## src/rtl/regfile_2r1w_pipe.sv

```systemverilog
`default_nettype none
// ============================================================================
//  Module   : regfile_2r1w_pipe
//  Purpose  : 2-read / 1-write register file with write->read bypass and a
//             registered, valid/ready-handshaked operand pair output.
//  Revision : 1.0  initial release
// ============================================================================
module regfile_2r1w_pipe #(
    parameter int DATA_W   = 16,
    parameter int NUM_REGS = 16,
    parameter int ADDR_W   = 4,
    parameter bit ZERO_R0  = 1'b0
) (
    input  logic              Clk,
    input  logic              Reset,
    input  logic              WrEn,
    input  logic [ADDR_W-1:0] WrAddr,
    input  logic [DATA_W-1:0] WrData,
    input  logic              RdReq,
    input  logic [ADDR_W-1:0] RdAddrA,
    input  logic [ADDR_W-1:0] RdAddrB,
    output logic              RdReqRdy,
    output logic              RdValid,
    input  logic              RdReady,
    output logic [DATA_W-1:0] RdDataA,
    output logic [DATA_W-1:0] RdDataB
);

    localparam logic [ADDR_W:0] c_NUM_REGS = (ADDR_W+1)'(NUM_REGS);

    typedef enum logic [0:0] {
        EMPTY = 1'b0,
        FULL  = 1'b1
    } state_t;

    state_t            state_q, state_d;
    logic [DATA_W-1:0] regs_q [NUM_REGS];
    logic [DATA_W-1:0] opa_q, opb_q;
    logic [DATA_W-1:0] w_opa_d, w_opb_d;
    logic              w_wr_legal;
    logic              w_accept;

    function automatic logic addr_ok(input logic [ADDR_W-1:0] addr);
        return ({1'b0, addr} < c_NUM_REGS) && !(ZERO_R0 && (addr == '0));
    endfunction

    // Address checks come first so unmapped/zero registers never see the bypass.
    function automatic logic [DATA_W-1:0] operand(input logic [ADDR_W-1:0] addr);
        logic [DATA_W-1:0] val;
        val = '0;
        if (addr_ok(addr)) begin
            if (w_wr_legal && (WrAddr == addr)) val = WrData;
            else                                 val = regs_q[addr];
        end
        return val;
    endfunction

    assign w_wr_legal = WrEn && addr_ok(WrAddr);
    assign RdReqRdy   = (state_q == EMPTY) || RdReady;
    assign w_accept   = RdReq && RdReqRdy;

    always_comb begin
        w_opa_d = operand(RdAddrA);
        w_opb_d = operand(RdAddrB);
    end

    always_ff @(posedge Clk or posedge Reset) begin
        if (Reset) begin
            for (int i = 0; i < NUM_REGS; i++) regs_q[i] <= '0;
        end else if (w_wr_legal) begin
            regs_q[WrAddr] <= WrData;
        end
    end

    always_ff @(posedge Clk or posedge Reset) begin
        if (Reset) state_q <= EMPTY;
        else       state_q <= state_d;
    end

    always_comb begin
        state_d = state_q;
        case (state_q)
            EMPTY:   if (w_accept)             state_d = FULL;
            FULL:    if (RdReady && !w_accept) state_d = EMPTY;
            default:                           state_d = EMPTY;
        endcase
    end

    // Operands are a snapshot taken at accept; they hold through stalls and bubbles.
    always_ff @(posedge Clk or posedge Reset) begin
        if (Reset) begin
            opa_q <= '0;
            opb_q <= '0;
        end else if (w_accept) begin
            opa_q <= w_opa_d;
            opb_q <= w_opb_d;
        end
    end

    assign RdValid = (state_q == FULL);
    assign RdDataA = opa_q;
    assign RdDataB = opb_q;

endmodule
`default_nettype wire

```

## config.mk

```make
export PLATFORM = sky130hd
export DESIGN_NAME = regfile_2r1w_pipe
export DESIGN_NICKNAME = d
export VERILOG_FILES = /design/src/rtl/regfile_2r1w_pipe.sv
export SDC_FILE = /design/constraint.sdc
export NUM_CORES = 1
export LEC_CHECK = 0
export CAP_MARGIN = 20
export CORE_UTILIZATION = 40
export CTS_CLUSTER_DIAMETER = 60
export DETAILED_ROUTE_END_ITERATION = 6
export DONT_BUFFER_PORTS = 1
export GPL_TIMING_DRIVEN = 0
export PLACE_DENSITY_LB_ADDON = 0.3
export SYNTH_ARGS = -nofsm -noshare
export SYNTH_HDL_FRONTEND = slang
export SYNTH_SLANG_ARGS = --single-unit
```

## constraint.sdc

```tcl
create_clock -name Clk -period 16.1 [get_ports Clk]
set_input_delay 2.415 -clock Clk [delete_from_list [all_inputs] [get_ports Clk]]
set_output_delay 2.415 -clock Clk [all_outputs]
set_load 0.02 [all_outputs]
```

==> impl_metrics.py, run 1 <==
metrics = {
    "yosys": {
        "synthSimpleGateAreaFrac": 0.03340,
        "synth_top_family_by_area": "multiplexers",
        "synthMuxAreaShare": 0.3937,
        "syn_inst": 1121,
        "syn_area_sq_um": 15510,
        "yosysUniqueCellTypes": 41,
        "synth_fa_ha_area_frac": 0,
        "ys_seq_area_frac": 0.4662,
        "syn_area_per_cell_sq_um": 13.84,
        "synth_xor_xnor_area_share": 0.004517,
        "synth_nets": 1154,
        "synth_compound_area_frac": 0.06679,
        "yosys_warnings": 0,
        "ys_seq_elements": 289,
    },
    "die": {
        "core_area_sq_um": 37930,
        "placementRows": 71,
        "start_util": 0.4089,
        "die_w_microns": 198.9,
        "top_level_ports": 67,
        "die_area_sq_um": 39570,
        "die_y_microns": 198.9,
    },
    "drt": {
        "final_antenna_net_count": 0,
        "vias": 10120,
        "drc": 0,
        "totalWireLength_microns": 44830,
        "vias_per_cell": 5.984,
        "drtIter0Drc": 725,
        "firstDrtPassIters": 5,
        "wl_per_cell_microns": 26.51,
    },
    "critical_path": {
        "reg2reg_from": "RdValid$_DFF_PP0_",
        "cpMaxStageDelayCell": "clkbuf_1",
        "path_class": "input port to output port",
        "crit_required_ps": 13690,
        "critPathLaunchType": "input port",
        "critPathCapture": "RdReqRdy",
        "path_max_fanout": 10,
        "timing.rr.end": "RdDataA[7]$_DFFE_PP0P_",
        "crit_path_end_kind": "output port",
        "startpoint": "RdReady",
        "crit_chain": "nor2b_1 > buf_2 > inv_2 > clkbuf_1",
        "critPathMaxStageDelay_ps": 520,
        "r2r_cells": 5,
        "r2r_slack_ps": 13310,
        "arrival_ps": 3300,
    },
    "clock_tree": {
        "h-tree-depth": 2,
        "path_clk_slew_ps": 50,
        "cts_resized": 0,
        "clk_path_buf_depth": 3,
        "clock_latency_ps": 520,
        "cts_tree": "yes",
        "cts.sink_count": 289,
        "post-cts-setup-buffers": 0,
        "cts_made_buffers": 34,
        "hold_buffers": 0,
        "root_buffer": "clkbuf_16",
    },
    "global_route": {
        "grt-ovfl-total": 0,
        "antenna_found_initial": 1,
        "grt_max_degree": 123,
        "grt_pass1_wl_microns": 68350,
        "grt_pass1_vias": 10680,
        "grtUsageTotal": 0.2341,
    },
    "layout": {
        "final_area_sq_um": 17320,
        "fillers": 3347,
        "nets": 1192,
        "area_growth_pct": 11.63,
        "final_cells": 1691,
        "final_layout_size_suffix_gt1_frac": 0.4215,
    },
    "placed_design": {
        "placed_cell_area_sq_um": 16210,
        "port_buffers": 0,
        "dp_hpwl_microns": 33100,
        "dp_slack_ps": 10370,
        "gp_congestion": 0.8575,
        "dp_cells": 1634,
    },
    "job": {
        "cap_violations": 0,
    },
    "timing": {
        "tightest_slew_ps": 1033,
        "fin_ws_ps": 10380,
        "hold_viol_final": 0,
        "rsz0062_at_grt": "no",
        "relSlewSlack": 0.3089,
        "min_period_over_period": 0.3552,
        "slew_violations": 0,
        "fmax_mhz": 174.9,
        "setup_viol": 0,
        "tns_ps": 0,
        "min_period_ps": 5718,
        "clock-skew-final_ps": 20.97,
    },
    "power": {
        "powerDensity_nw_per_um2": 133.2,
        "p_leak_uw": 0.007104,
        "report.power.total_uw": 2307,
        "max-vdd-ir-drop_mv": 0.06076,
    },
    "min_path": {
        "min_path_type": "flop to flop",
    },
    "status": {
        "status": "finished, final reports clean",
    },
}
==> worst min path at each step <==
| stage | from | to | slack, ps | cells past startpoint |
|---|---|---|---|---|
| after floorplan | regs_q[120]$_DFFE_PP0P_ | regs_q[120]$_DFFE_PP0P_ | 490 | 1 |
| after global placement | regs_q[193]$_DFFE_PP0P_ | regs_q[193]$_DFFE_PP0P_ | 500 | 1 |
| after detailed placement | regs_q[112]$_DFFE_PP0P_ | regs_q[112]$_DFFE_PP0P_ | 510 | 1 |
| after CTS | regs_q[112]$_DFFE_PP0P_ | regs_q[112]$_DFFE_PP0P_ | 520 | 1 |
| after global routing | regs_q[243]$_DFFE_PP0P_ | regs_q[243]$_DFFE_PP0P_ | 540 | 1 |
| final | regs_q[123]$_DFFE_PP0P_ | regs_q[123]$_DFFE_PP0P_ | 520 | 1 |
==> final cells by class <==
| class | count | area [sq um] | share of cell area |
|---|---|---|---|
| inverters | 4 | 22.52 | 0.001301 |
| multi-input cells | 721 | 7731 | 0.4465 |
| repair buffers | 2 | 55.05 | 0.003179 |
| well taps | 511 | 639.4 | 0.03692 |
| clock buffers | 52 | 1052 | 0.06077 |
| clock inverters | 4 | 47.55 | 0.002746 |
| flip-flops and latches | 289 | 7232 | 0.4177 |
| plain buffers | 107 | 533.0 | 0.03078 |
| diodes | 1 | 2.502 | 0.0001445 |
==> power by group <==
| part | switching [uW] | internal [uW] |
|---|---|---|
| Combinational | 211 | 291 |
| Clock | 305 | 464 |
| Sequential | 143 | 893 |
| Total | 659 | 1650 |
==> layer usage <==
layer / part of all wire / vias to the layer above / global-route usage
met2: 0.49 / 278 / 0.3924
met1: 0.43 / 5395 / 0.3100
met3: 0.050 / 65 / 0.04103
met5: 0 / - / 0
li1: - / 4381 / -
met4: 0.022 / 0 / 0.06781
==> cell families after synthesis <==
kind of cell,Yosys count
AO/OA/AOI/OAI,154
flip-flops,289
AND/OR/NAND/NOR,111
multiplexers,448
buffers and inverters,111
XOR/XNOR,8
==> Yosys cell counts <==
library cell  number  share of area
mux2_2           304           0.22
dfrtp_1          289           0.47
mux4_2            85           0.12
nor2_1            59          0.014
clkbuf_1          51          0.012
mux2i_1           48          0.031
buf_2             44          0.014
a21oi_1           24         0.0077
a31oi_1           24         0.0097
o21ai_0           24         0.0077
o22ai_1           24         0.0097
o31a_1            24          0.014
a211oi_1          16         0.0077
nor3_1            16         0.0052
a221oi_1          14         0.0079
mux4_1            11          0.019
nor4_1             8         0.0032
nand2b_1           7         0.0028
buf_6              6         0.0044
nand2_1            6         0.0015
xnor2_1            5         0.0028
and2_1             3         0.0012
buf_1              3        0.00073
xor2_1             3         0.0017
a221oi_2           2         0.0019
inv_1              2        0.00048
nand3_1            2        0.00065
nand3b_1           2        0.00097
nor2b_1            2        0.00081
or3_1              2        0.00081
a21o_1             1        0.00048
and2b_1            1        0.00048
and3_1             1        0.00040
buf_12             1         0.0013
buf_4              1        0.00048
buf_8              1        0.00097
clkinv_1           1        0.00024
inv_2              1        0.00024
nor3_2             1        0.00065
nor3b_1            1        0.00048
o21ai_1            1        0.00032
==> critical path, delay by kind of cell <==
family | cells | cell delay, ps
buf+inv | 3 | 860
simple gates | 1 | 20
==> sequential cells by signal, indices dropped and copies added (netlist names) <==
register  count
RdDataB      16
regs_q      256
RdValid       1
RdDataA      16
==> per-stage QoR <==
| stage | hold slack, ps | utilization |
|---|---|---|
| 3_3_place_gp | 498.7 | 0.4258 |
| 2_1_floorplan | 488.2 | - |
| 6_report | 524.7 | 0.4565 |
| 5_1_grt | 541.0 | 0.4564 |
| 4_1_cts | 522.7 | 0.4564 |
| 3_5_place_dp | 510.2 | 0.4274 |
==> cell usage in the layout, fill, tap and decap left out, types with 2 or more instances in the layout <==
| master | instances |
|---|---|
| a211oi_1 | 16 |
| a21oi_1 | 24 |
| a221oi_1 | 14 |
| a221oi_2 | 2 |
| a31oi_1 | 24 |
| and2_1 | 3 |
| buf_1 | 3 |
| buf_16 | 2 |
| buf_2 | 44 |
| buf_6 | 6 |
| clkbuf_1 | 59 |
| clkbuf_16 | 37 |
| clkbuf_8 | 7 |
| clkinv_2 | 2 |
| dfrtp_1 | 289 |
| mux2_2 | 304 |
| mux2i_1 | 48 |
| mux4_1 | 11 |
| mux4_2 | 85 |
| nand2_1 | 6 |
| nand2b_1 | 7 |
| nand3_1 | 2 |
| nand3b_1 | 2 |
| nor2_1 | 59 |
| nor2b_1 | 2 |
| nor3_1 | 16 |
| nor4_1 | 8 |
| o21ai_0 | 24 |
| o22ai_1 | 24 |
| o31a_1 | 24 |
| or3_1 | 2 |
| xnor2_1 | 5 |
| xor2_1 | 3 |
Note: power is estimated with default switching activity, not from simulation.
==> run 2, diff against run 1 <==
==> constraint.sdc (replaced) <==
create_clock -name Clk -period 5.6 [get_ports Clk]
set_input_delay 0.84 -clock Clk [delete_from_list [all_inputs] [get_ports Clk]]
set_output_delay 0.84 -clock Clk [all_outputs]
set_load 0.02 [all_outputs]
==> impl_metrics.py, run 2 (same netlist as run 1, synthesis figures left out) <==
metrics = {
    "critical_path": {
        "path_class": "input port to flop",
        "crit_required_ps": 6010,
        "r2r_slack_ps": 2740,
        "path_max_fanout": 9,
        "cpMaxStageDelayCell": "nor2_1",
        "crit_chain": "buf_2 > clkinv_1 > nor2_1 > o21ai_1 > o31a_1",
        "reg2reg_from": "RdValid$_DFF_PP0_",
        "path_delay_family": "compound AO/OA/AOI/OAI gates",
        "crit_path_end_kind": "flop",
        "r2r_cells": 5,
        "critPathLaunchType": "input port",
        "timing.rr.end": "RdDataA[10]$_DFFE_PP0P_",
        "arrival_ps": 3290,
        "critPathMaxStageDelay_ps": 930,
        "critPathBufInv": 2,
    },
    "layout": {
        "fillers": 3415,
        "final_cells": 1698,
        "final_cell_mix": "304 x mux2_2, 289 x dfrtp_1, 85 x mux4_2, 59 x nor2_1, 57 x clkbuf_1",
        "layout_commonest_cell": "mux2_2",
        "largest_reg_flops": 256,
        "final_layout_size_suffix_gt1_frac": 0.4266,
        "top_register": "regs_q",
        "nets": 1199,
        "area_growth_pct": 12.52,
    },
    "drt": {
        "vias": 10320,
        "firstDrtPassIters": 5,
        "final_antenna_net_count": 0,
        "wl_per_cell_microns": 26.77,
        "vias_per_cell": 6.078,
        "drc": 0,
        "totalWireLength_microns": 45460,
        "drtIter0Drc": 761,
    },
    "die": {
        "die_w_microns": 198.9,
        "placementRows": 71,
        "core_area_sq_um": 37930,
        "top_level_ports": 67,
        "die_area_sq_um": 39570,
        "start_util": 0.4089,
        "die_y_microns": 198.9,
    },
    "min_path": {
        "min_path_type": "input port to asynchronous set/reset pin",
    },
    "power": {
        "switching_share": 0.2857,
        "p_int_uw": 4793,
        "p_clk_frac": 0.340,
        "p_leak_uw": 0.007170,
        "p_switching_uw": 1917,
        "powerDensity_nw_per_um2": 384.5,
        "combPwrFrac": 0.217,
        "pwr-share-seq": 0.444,
        "max-vdd-ir-drop_mv": 0.1688,
    },
    "clock_tree": {
        "clock_latency_ps": 520,
        "hold_buffers": 0,
        "h-tree-depth": 2,
        "post-cts-setup-buffers": 0,
        "root_buffer": "clkbuf_16",
        "path_clk_slew_ps": 60,
        "clk_path_buf_depth": 3,
        "cts.sink_count": 289,
        "cts_tree": "yes",
        "cts_made_buffers": 35,
        "cts_resized": 0,
    },
    "global_route": {
        "grt_pass1_wl_microns": 68670,
        "grtUsageTotal": 0.2367,
        "grt_pass1_vias": 10550,
        "grt-ovfl-total": 0,
        "grt_max_degree": 43,
        "antenna_found_initial": 1,
    },
    "timing": {
        "slew_violations": 0,
        "min_period_over_period": 0.5143,
        "setup_viol": 0,
        "min_period_ps": 2880,
        "rsz0062_at_grt": "no",
        "tns_ps": 0,
        "relSlewSlack": 0.2507,
        "hold_viol_final": 0,
        "clock-skew-final_ps": 24.04,
        "fmax_mhz": 347.2,
        "tightest_slew_ps": 1120,
        "hold-worst-slack_ps": 200.4,
    },
    "status": {
        "status": "finished, final reports clean",
    },
    "placed_design": {
        "dp_cells": 1640,
        "dp_hpwl_microns": 33600,
        "port_buffers": 0,
        "gp_congestion": 0.8824,
    },
    "job": {
        "cap_violations": 0,
    },
}
[run 2: changes by cell type in the layout (fill, tap and decap cells not counted), sizes merged]
cell,before,now
buf,58,64
bufinv,1,2
clkinv,3,2
inv,3,4
[run 2: how the worst max path moves through the flow]
stage,startpoint,to,slack [ps],cells after the start
after floorplan,Reset,RdDataA[0]$_DFFE_PP0P_,930,1
after global placement,Reset,regs_q[85]$_DFFE_PP0P_,-770,1
after detailed placement,RdReq,RdDataA[10]$_DFFE_PP0P_,2320,5
after CTS,RdValid$_DFF_PP0_,RdReqRdy,2720,4
after global routing,RdValid$_DFF_PP0_,RdReqRdy,2640,4
final,RdReq,RdDataA[10]$_DFFE_PP0P_,2720,5
[run 2: metal layers]
metal  part of all wire  up-vias  global-route usage
met4              0.026        0             0.07379
li1                   -     4396                   -
met5                  0        -                   0
met3              0.059       77             0.03984
met2               0.48      349              0.3895
met1               0.43     5499              0.3188
[run 2: area by class of cell]
cell class | instances | area [sq um] | area share
Tap cell | 511 | 639.4 | 0.03663
Clock buffer | 52 | 1050 | 0.06015
Inverter | 4 | 18.77 | 0.001075
Clock inverter | 5 | 86.33 | 0.004947
Multi-Input combinational cell | 721 | 7731 | 0.4430
Antenna cell | 1 | 2.502 | 0.0001434
Buffer | 107 | 533.0 | 0.03054
Timing Repair Buffer | 8 | 160.2 | 0.009176
Sequential cell | 289 | 7232 | 0.4144
[run 2: per-stage QoR]
stage	power [uW]	setup slack, ps	util	instance area, sq um
after CTS	6727	2716	0.4600	17450
after global routing	6989	2644	0.4600	17450
after global placement	4357	-768.8	0.4259	16150
after floorplan	4012	926.8	-	15510
final	6710	2720	0.4601	17450
after detailed placement	4441	2320	0.4301	16310
[run 2: power by group through the flow]
| stage | clock network [uW] | registers [uW] | logic (uW) |
|---|---|---|---|
| 2_1_floorplan | 0 | 2880 | 1130 |
| 3_3_place_gp | 0 | 2960 | 1390 |
| 3_5_place_dp | 0 | 3000 | 1440 |
| 4_1_cts | 2310 | 2970 | 1450 |
| 5_1_grt | 2390 | 3040 | 1560 |
| 6_report | 2280 | 2980 | 1450 |
==> run 3, diff against run 2 <==
==> constraint.sdc (replaced) <==
create_clock -name Clk -period 2.7 [get_ports Clk]
set_input_delay 0.405 -clock Clk [delete_from_list [all_inputs] [get_ports Clk]]
set_output_delay 0.405 -clock Clk [all_outputs]
set_load 0.02 [all_outputs]
==> impl_metrics.py, run 3 (same netlist as run 1, synthesis figures left out) <==
metrics = {
    "critical_path": {
        "crit_required_ps": 3110,
        "critPathMaxStageDelay_ps": 560,
        "critPathLaunchType": "flop",
        "crit_chain": "nor2b_1 > buf_2 > inv_2 > nand2_1 > clkbuf_1 > nor4_1 > a211oi_1",
        "crit_path_end_kind": "flop",
        "path_class": "flop to flop",
        "path_max_fanout": 10,
        "cpMaxStageDelayCell": "clkbuf_1",
        "startpoint": "RdValid$_DFF_PP0_",
        "reg2reg_from": "RdValid$_DFF_PP0_",
        "arrival_ps": 2840,
    },
    "power": {
        "p_leak_uw": 0.007174,
        "max-vdd-ir-drop_mv": 0.3520,
        "powerDensity_nw_per_um2": 796.7,
    },
    "layout": {
        "layout_commonest_cell": "mux2_2",
        "seqCellArea_sq_um": 7232,
        "largest_reg_flops": 256,
        "final_area_sq_um": 17470,
        "fillers": 3413,
        "area_growth_pct": 12.60,
        "top_register": "regs_q",
        "final_cell_mix": "304 x mux2_2, 289 x dfrtp_1, 85 x mux4_2, 58 x nor2_1, 57 x clkbuf_1",
        "multi_input_area_sq_um": 7734,
        "final_layout_size_suffix_gt1_frac": 0.4271,
        "nets": 1200,
    },
    "timing": {
        "fmax_mhz": 411.1,
        "hold-worst-slack_ps": 29.17,
        "min_period_over_period": 0.9009,
        "setup_viol": 0,
        "hold_viol_final": 0,
        "tightest_slew_ps": 950.5,
        "rsz0062_at_grt": "no",
        "relSlewSlack": 0.3640,
        "min_period_ps": 2432,
        "clock-skew-final_ps": 21.75,
        "slew_violations": 0,
        "tns_ps": 0,
    },
    "drt": {
        "drtIter0Drc": 733,
        "drc": 0,
        "final_antenna_net_count": 0,
        "vias": 10270,
        "firstDrtPassIters": 5,
        "totalWireLength_microns": 45360,
        "wl_per_cell_microns": 26.70,
        "vias_per_cell": 6.043,
    },
    "placed_design": {
        "gp_congestion": 0.8824,
        "placed_cell_area_sq_um": 16310,
        "port_buffers": 0,
        "dp_hpwl_microns": 33600,
    },
    "die": {
        "die_y_microns": 198.9,
        "die_w_microns": 198.9,
        "top_level_ports": 67,
        "start_util": 0.4089,
        "die_area_sq_um": 39570,
        "core_area_sq_um": 37930,
        "placementRows": 71,
    },
    "clock_tree": {
        "h-tree-depth": 2,
        "cts.sink_count": 289,
        "path_clk_slew_ps": 60,
        "clock_latency_ps": 520,
        "root_buffer": "clkbuf_16",
        "cts_made_buffers": 35,
        "clk_path_buf_depth": 3,
        "cts_tree": "yes",
    },
    "global_route": {
        "grt_pass1_wl_microns": 68690,
        "grt_pass1_vias": 10550,
        "grtUsageTotal": 0.2367,
        "grt_max_degree": 43,
        "antenna_found_initial": 1,
        "grt-ovfl-total": 0,
    },
    "status": {
        "status": "finished, final reports clean",
    },
    "min_path": {
        "min_path_type": "input port to flop",
        "hold_path.startpoint": "WrData[7]",
    },
    "job": {
        "cap_violations": 0,
    },
}
-- run 3: changes by cell type in the layout (fill, tap and decap cells not counted), sizes merged --
| cell | delta |
|---|---|
| dlygate4sd3 | +1 |
-- run 3: repair_timing --
action | 4_1_cts | 5_1_grt
hold buffers | 1 | 0
hold endpoints to repair | 12 | 0
buffers inserted | 0 | 0
resized for setup | 1 | 0
setup endpoints to repair | 7 | 0
-- run 3: path summary, 6_finish.rpt --
check | cells past startpoint | end | slack [ps]
worst max-delay path | 7 | RdDataA[6]$_DFFE_PP0P_ | 270
worst min-delay path | 1 | regs_q[151]$_DFFE_PP0P_ | 30
worst max register to register | 7 | RdDataA[6]$_DFFE_PP0P_ | 270
worst min register to register | 1 | regs_q[197]$_DFFE_PP0P_ | 520
max in group asynchronous | 5 | regs_q[101]$_DFFE_PP0P_ | 1210
min in group asynchronous | 2 | regs_q[172]$_DFFE_PP0P_ | 380
-- run 3: stage by stage --
step	setup slack, ps	total power (uW)	utilization	std cells
2_1_floorplan	-1538	8321	-	1121
3_3_place_gp	-3234	9037	0.4259	1632
3_5_place_dp	-145.0	9211	0.4301	1640
4_1_cts	246.0	13950	0.4604	1698
5_1_grt	93.57	14500	0.4604	1698
6_report	267.6	13910	0.4604	1699
-- run 3: layout make-up --
class | instances | area share
buffer | 107 | 0.03052
clock buffer | 52 | 0.06010
clock inverter | 5 | 0.004943
timing repair buffer | 9 | 0.009743
multi-input combinational | 721 | 0.4428
inverter | 4 | 0.001075
sequential | 289 | 0.4141
antenna | 1 | 0.0001433
tap | 511 | 0.03661
-- run 3: power breakdown --
group	internal [uW]	switching, uW	leakage (uW)	total (uW)
Combinational	1750	1270	0.00309	3010
Clock	2870	1860	0.000559	4730
Sequential	5330	844	0.00352	6170
Total	9940	3970	0.00717	13900
-- run 3: metal layers --
metal	wire, microns	vias up	track usage
met5	0	-	0
met3	2680	74	0.03984
li1	-	4402	-
met1	19540	5457	0.3188
met2	21940	334	0.3897
met4	1195	0	0.07379
-- run 3: worst max-delay path: cells and delay by family (launching register included) --
| family | cells | cell delay (ps) |
|---|---|---|
| buf+inv | 3 | 930 |
| simple gates | 3 | 700 |
| flops | 1 | 450 |
| compound gates | 1 | 210 |
